[src/rtl/aq_axis_sync_fifo.sv]
// Single-clock first-word-fall-through AXI4-Stream FIFO holding {TLAST, TDATA}.
// Status flags come from a registered occupancy count; thresholds are live inputs.
module aq_axis_sync_fifo #(
  parameter int FIFO_DEPTH = 4,
  parameter int FIFO_WIDTH = 32
) (
  input  logic                  ACLK,
  input  logic                  RST,
  input  logic                  S_AXIS_TVALID,
  output logic                  S_AXIS_TREADY,
  input  logic                  S_AXIS_TLAST,
  input  logic [FIFO_WIDTH-1:0] S_AXIS_TDATA,
  output logic                  FIFO_WR_FULL,
  output logic                  FIFO_WR_ALM_FULL,
  input  logic [FIFO_DEPTH:0]   FIFO_WR_ALM_COUNT,
  output logic                  M_AXIS_TVALID,
  input  logic                  M_AXIS_TREADY,
  output logic [FIFO_WIDTH-1:0] M_AXIS_TDATA,
  output logic                  M_AXIS_TLAST,
  output logic                  FIFO_RD_EMPTY,
  output logic                  FIFO_RD_ALM_EMPTY,
  input  logic [FIFO_DEPTH:0]   FIFO_RD_ALM_COUNT
);

  localparam int                    ENTRIES  = 1 << FIFO_DEPTH;
  localparam logic [FIFO_DEPTH:0]   CNT_FULL = (FIFO_DEPTH+1)'(ENTRIES);
  localparam logic [FIFO_DEPTH:0]   CNT_ONE  = (FIFO_DEPTH+1)'(1);
  localparam logic [FIFO_DEPTH-1:0] PTR_ONE  = FIFO_DEPTH'(1);
  localparam logic [FIFO_DEPTH+1:0] CAP_WIDE = (FIFO_DEPTH+2)'(ENTRIES);

  logic [FIFO_WIDTH:0]   mem_q [ENTRIES];
  logic [FIFO_DEPTH-1:0] wr_ptr_q, wr_ptr_d;
  logic [FIFO_DEPTH-1:0] rd_ptr_q, rd_ptr_d;
  logic [FIFO_DEPTH:0]   count_q, count_d;
  logic                  full, empty, wr_en, rd_en;
  logic [FIFO_DEPTH+1:0] alm_full_sum;

  assign full  = (count_q == CNT_FULL);
  assign empty = (count_q == '0);
  assign wr_en = S_AXIS_TVALID && !full;
  assign rd_en = M_AXIS_TREADY && !empty;

  always_comb begin
    wr_ptr_d = wr_ptr_q;
    rd_ptr_d = rd_ptr_q;
    count_d  = count_q;
    if (wr_en) wr_ptr_d = wr_ptr_q + PTR_ONE;
    if (rd_en) rd_ptr_d = rd_ptr_q + PTR_ONE;
    case ({wr_en, rd_en})
      2'b10:   count_d = count_q + CNT_ONE;
      2'b01:   count_d = count_q - CNT_ONE;
      default: count_d = count_q;
    endcase
  end

  always_ff @(posedge ACLK or posedge RST) begin
    if (RST) begin
      wr_ptr_q <= '0;
      rd_ptr_q <= '0;
      count_q  <= '0;
      for (int i = 0; i < ENTRIES; i++) mem_q[i] <= '0;
    end else begin
      wr_ptr_q <= wr_ptr_d;
      rd_ptr_q <= rd_ptr_d;
      count_q  <= count_d;
      if (wr_en) mem_q[wr_ptr_q] <= {S_AXIS_TLAST, S_AXIS_TDATA};
    end
  end

  // Widened sum so a margin at or above capacity keeps almost-full asserted.
  assign alm_full_sum = {1'b0, count_q} + {1'b0, FIFO_WR_ALM_COUNT};

  assign {M_AXIS_TLAST, M_AXIS_TDATA} = mem_q[rd_ptr_q];
  assign M_AXIS_TVALID     = !empty;
  assign S_AXIS_TREADY     = !full && !RST;
  assign FIFO_WR_FULL      = full;
  assign FIFO_RD_EMPTY     = empty;
  assign FIFO_WR_ALM_FULL  = !RST && (alm_full_sum >= CAP_WIDE);
  assign FIFO_RD_ALM_EMPTY = (count_q <= FIFO_RD_ALM_COUNT);

endmodule

[config.mk]
export PLATFORM = sky130hd
export DESIGN_NAME = aq_axis_sync_fifo
export DESIGN_NICKNAME = d
export VERILOG_FILES = /design/src/rtl/aq_axis_sync_fifo.sv
export SDC_FILE = /design/constraint.sdc
export NUM_CORES = 1
export LEC_CHECK = 0
export BUFFER_PORTS_ARGS = -buffer_cell sky130_fd_sc_hd__clkbuf_2
export CORE_ASPECT_RATIO = 0.6
export CORE_MARGIN = 3
export CORE_UTILIZATION = 25
export DETAILED_ROUTE_END_ITERATION = 10
export GPL_TIMING_DRIVEN = 0
export HOLD_SLACK_MARGIN = 0.08
export PLACE_DENSITY = 0.41
export SETUP_SLACK_MARGIN = 0.02
export SLEW_MARGIN = 20
export SYNTH_ARGS = -nofsm -noshare
export SYNTH_HDL_FRONTEND = slang
export SYNTH_SLANG_ARGS = --single-unit
[constraint.sdc]
create_clock -name ACLK -period 15.7 [get_ports ACLK]
set_input_delay 0.785 -clock ACLK [delete_from_list [all_inputs] [get_ports ACLK]]
set_output_delay 0.785 -clock ACLK [all_outputs]
set_load 0.01 [all_outputs]
### After elaboration in Yosys (flattened, before gate mapping)

Cells that the tools add are included.

* bits of input ports: 47
* bits in registers: 541
* output and inout port bits: 39

* add/sub/neg operators: 5
* reductions and logical operators: 10
* equality and inequality tests: 3
* magnitude comparators: 5
* mux-type cells: 7
* bitwise gates (word level): 2

Operators with widths (count)
* 528-bit bitwise mux: 1
* 33-bit binary-select mux with 4-bit select: 1
* 33-bit demux with 4-bit select: 1
* 33-bit 2-to-1 mux: 3
* 5-bit >= comparator (second input constant): 2
* 4-bit inverter with 5-bit output: 2
* 5-bit one-hot mux with 2 select lines: 1
* 4-bit by 1-bit adder with 4-bit output (second input constant): 2
* 5-bit by 5-bit adder with 6-bit output: 1
* 6-bit by 5-bit >= comparator with 1-bit output (second input constant): 1
* 5-bit by 1-bit adder with 5-bit output (second input constant): 1
* 5-bit == test (second input constant): 1
* 5-bit <= comparator: 1
* 1-bit logical AND: 5
* 5-bit logical NOT: 1
* 5-bit by 1-bit less-than comparator with 1-bit output (second input constant): 1
* 5-bit by 1-bit subtractor with 5-bit output (second input constant): 1
* 1-bit logical NOT: 3
* 2-bit by 1-bit == test with 1-bit output (second input constant): 1
* 2-bit == test (second input constant): 1
* 2-bit nonzero test: 1

### Longest topological paths before layout

* depth after elaboration: 6
* mapped depth: 11

### Worst setup path after synthesis

OpenSTA, ideal clock, no wires.

* kind: register to register
* start point: register count_q[3]
* end point: register count_q[4]
* library setup time: 0.154 ns
* setup slack: 12.910 ns
* data arrival time: 2.636 ns
* cell stages (with the launch flop): 11
* buffers on the path: 1
* clock period less this slack: 2.790 ns
* path through: dfrtp_1 -> or3_4 -> o31a_4 -> buf_6 -> inv_1 -> ha_1 -> ha_1 -> nor2b_1 -> o21a_1 -> o311ai_0 -> o311ai_0

* word-level cells in the longest chain between the ends: 5
* elaborated cells between the ends (all ways): 12
* those cells by class: 2 x add/sub; 3 x eq/ne; 1 x mux; 6 x reduce/logical

RTL lines
* start, declared: RTL line 34 `logic [FIFO_DEPTH:0] count_q, count_d;`
* start signal, assigned: RTL line 65 `count_q <= count_d;`
* 5-bit == test or 5-bit logical NOT (tied branches): RTL line 38, 39
* 1-bit logical NOT (on tied branches): RTL line 40, 41
* 1-bit logical AND (on tied branches): RTL line 40, 41
* 2-bit by 1-bit == test with 1-bit output or 2-bit == test (tied branches): RTL line 49 `case ({wr_en, rd_en})`
* 5-bit one-hot mux with 2 select lines or 2-bit nonzero test (tied branches)

Parallel ways exist; a longest one is shown, timed or not.
A chain may end at the register's enable or synchronous reset.

### Worst setup path after layout

* start point: register rd_ptr_q[1]
* end point: output M_AXIS_TDATA[30]

* word-level cells in the longest chain between the ends: 4

RTL lines
* start, declared: RTL line 33 `logic [FIFO_DEPTH-1:0] rd_ptr_q, rd_ptr_d;`
* start signal, assigned: RTL line 64 `rd_ptr_q <= rd_ptr_d;`
* 4-bit inverter with 5-bit output (not written as such): RTL line 73 `assign {M_AXIS_TLAST, M_AXIS_TDATA} = mem_q[rd_ptr_q];`
* 33-bit binary-select mux with 4-bit select: RTL line 73
* 33-bit 2-to-1 mux (not written as such) (2 in a row): RTL line 73
* end, declared: RTL line 18 `output logic [FIFO_WIDTH-1:0] M_AXIS_TDATA,`

No other way between the ends. The select of a mux whose other input is x is not followed.

==> results.sh <==
export IMPL_clock_skew_ns=0.02004
export IMPL_finalSetupViolations=0
export IMPL_critical_path_class="reg2out"
export IMPL_cp_slowest_cell="clkbuf_1"
export IMPL_ys_top_cells_by_area="dfrtp_1 54%, mux2_2 19%, mux4_2 12%"
export IMPL_cp_num_cells=7
export IMPL_slew_viol_final=0
export IMPL_instances_no_fill=3071
export IMPL_start_util=0.2544
export IMPL_io_pins=86
export IMPL_rsz0062_at_grt="no"
export IMPL_finalCritPeriodShare=0.2969
export IMPL_postLayoutCellArea_mm2=0.02970
export IMPL_cts_htree_levels=2
export IMPL_clockRootBuffer="clkbuf_16"
export IMPL_fmax_mhz=214.6
export IMPL_areaGrowthSynthToFinish_pct=17.78
export IMPL_fin_nets=1771
export IMPL_clockBufferDepth=3
export IMPL_port_buffer_count=85
export IMPL_cts_repair_resized=0
export IMPL_holdWs_ns=0.2524
export IMPL_crit_family="buffers and inverters"
export IMPL_fin_crit_ns=4.661
export IMPL_peakVddDrop_uv=89.96
export IMPL_clk_latency_ns=0.64
export IMPL_grt_use_total=0.1434
export IMPL_leakage_nw=13.02
export IMPL_synth_flop_cell="dfrtp_1"
export IMPL_routed_wl_um=74150
export IMPL_ff_latch_area_mm2=0.01354
export IMPL_drt_pass1_iter_count=4
export IMPL_ys_seq_area_frac=0.5369
export IMPL_num_vias=14260
export IMPL_critPathArrivalTime_ns=3.88
export IMPL_syn_area_mm2=0.02521
export IMPL_max_slew_margin=0.2325
export IMPL_cp_slowest_stage_delay_ns=0.92
export IMPL_drc_errors=0
export IMPL_die_y_um=252.0
export IMPL_netlist_area_leader_share=0.5369
export IMPL_place_congestion=0.7208
export IMPL_synth_cell_types=38
export IMPL_syn_nets=1609
export IMPL_ys_top_cells_by_count="541 x dfrtp_1, 430 x mux2_2, 132 x mux4_2"
export IMPL_avgRoutedWirePerCell_um=24.15
export IMPL_p_sw_frac=0.3392
export IMPL_avgSynthCellArea_um2=16.34
export IMPL_ys_warn_count=0
export IMPL_synthCells=1543
export IMPL_yosysTopAreaCell="dfrtp_1"
export IMPL_power_density_mw_per_mm2=218.7
export IMPL_grt_pass1_vias=15360
export IMPL_cp_num_buf_inv=4
export IMPL_final_layout_size_suffix_gt1_frac=0.5194
export IMPL_grt_pass1_wl_um=110500
export IMPL_cts_hold_buf=0
export IMPL_post_dp_hpwl_um=50910
export IMPL_cp_common_cell="clkbuf_1"
export IMPL_dieWidth_um=416.0
export IMPL_finalHoldViolCount=0
export IMPL_holdCritPathClass="in2async"
export IMPL_reg2reg_depth=10
export IMPL_crit_chain="buf_2 > clkbuf_1 > clkbuf_1 > mux4_2 > a22oi_1 > nand2_1 > clkbuf_2"
export IMPL_num_rows=89
export IMPL_ys_seq_elements=541
export IMPL_grt_antenna_before_repair=1
export IMPL_initialDrtViolationCount=802
export IMPL_vias_per_cell=4.643
export IMPL_die_area_mm2=0.1048
export IMPL_postPlaceCellArea_mm2=0.02772
export IMPL_multiInputGateArea_mm2=0.01068
export IMPL_cts_tree="built"
export IMPL_timing_final_ws_setup_ns=11.04
export IMPL_core_area_mm2=0.09911
export IMPL_grt_max_degree=34
export IMPL_setup_worst_path_end_class="output pin"
export IMPL_synthArstFlopShare=1.000
export IMPL_clk_pin_slew_ns=0.06
export IMPL_power_frac_clock=0.224
export IMPL_drv_cap=0
export IMPL_worstPathRequired_ns=14.91
export IMPL_setup_tns_ns=0
export IMPL_cts_buffers=55
export IMPL_start_kind="flip-flop"
export IMPL_seqPwrFrac=0.369
export IMPL_pre_cts_slack_ns=11.63
export IMPL_grt_overflow=0
export IMPL_synth_edf_count=0
export IMPL_combPwrFrac=0.407
export IMPL_outcome="finished clean"
export IMPL_fillers=9856
export IMPL_p_sw_mw=2.202
export IMPL_cp_max_fo=10
export IMPL_dp_cells=2967
export IMPL_tightest_slew_ns=1.151
export IMPL_post_cts_buffers=0
export IMPL_yosysMostFrequentCell="dfrtp_1"
export IMPL_cts_sinks=541
export IMPL_p_int_mw=4.291
export IMPL_antenna_left=0
## kinds of logic (layout without fill, tap and decap cells)
| family | after synthesis | count (layout) | share of synthesized area |
|---|---|---|---|
| muxes | 662 | 662 | 0.3635 |
| DFF | 541 | 541 | 0.5369 |
| buffers and inverters | 148 | 355 | 0.03950 |
| AOI/OAI and AO/OA | 86 | 86 | 0.02526 |
| and+or+nand+nor | 78 | 78 | 0.02198 |
| adders and majority gates | 19 | 19 | 0.009726 |
| xor gates and xnor gates | 9 | 9 | 0.003126 |
| other | 0 | 2 | 0 |
## registers in the layout, summed over array words and instances (netlist names)
name / cells
wr_ptr_q: 4
count_q: 5
rd_ptr_q: 4
mem_q: 528
## final cells by class
cell class	count	area share
Clock inverter	26	0.01281
Sequential cell	541	0.4559
Clock buffer	76	0.05342
Tap cell	1319	0.05557
Buffer	134	0.03181
Antenna cell	2	0.0001685
Timing Repair Buffer	105	0.02882
Inverter	14	0.001896
Multi-Input combinational cell	854	0.3596
## worst paths after layout
path / end / slack, ns / from
hold / removal: mem_q[165]$_DFFE_PP0P_ / 0.25 / RST
setup reg to reg: count_q[4]$_DFFE_PP0P_ / 12.53 / count_q[3]$_DFFE_PP0P_
setup / recovery: M_AXIS_TDATA[30] / 11.04 / rd_ptr_q[1]$_DFFE_PP0P_
hold reg to reg: mem_q[170]$_DFFE_PP0P_ / 0.49 / mem_q[170]$_DFFE_PP0P_
max in group asynchronous: mem_q[14]$_DFFE_PP0P_ / 13.87 / RST
min in group ACLK: mem_q[520]$_DFFE_PP0P_ / 0.49 / S_AXIS_TDATA[25]
## routing by layer
metal	vias to the layer above	wire (um)	track usage	part of all wire
li1	6111	-	-	-
met1	7840	38700	0.2220	0.52
met2	224	30640	0.2013	0.41
met3	84	3567	0.03408	0.048
met4	0	1248	0.02839	0.017
met5	-	0	0	0
## power groups by stage
stage	Clock [mW]	Combinational [mW]	Sequential, mW
after floorplan	0	1.89	2.31
after global placement	0	2.64	2.40
after detailed placement	0	2.69	2.41
after CTS	1.49	2.70	2.39
after global routing	1.56	2.85	2.48
final	1.45	2.65	2.40
## through the flow
stage	util	power, mW
2_1_floorplan	-	4.194
5_1_grt	0.2996	6.885
3_5_place_dp	0.2797	5.107
6_report	0.2996	6.493
3_3_place_gp	0.2754	5.042
4_1_cts	0.2996	6.588
## placed cells by master, fill, tap and decap left out, drive strengths merged, types with 8 or more instances in the layout
cell type / count
ha: 18
mux4: 132
mux2: 529
a22oi: 66
bufinv: 8
buf: 93
clkbuf: 222
nand3: 12
inv: 14
nand2: 40
dfrtp: 541
clkinv: 16
No activity file was read; power rests on OpenSTA's default activity.
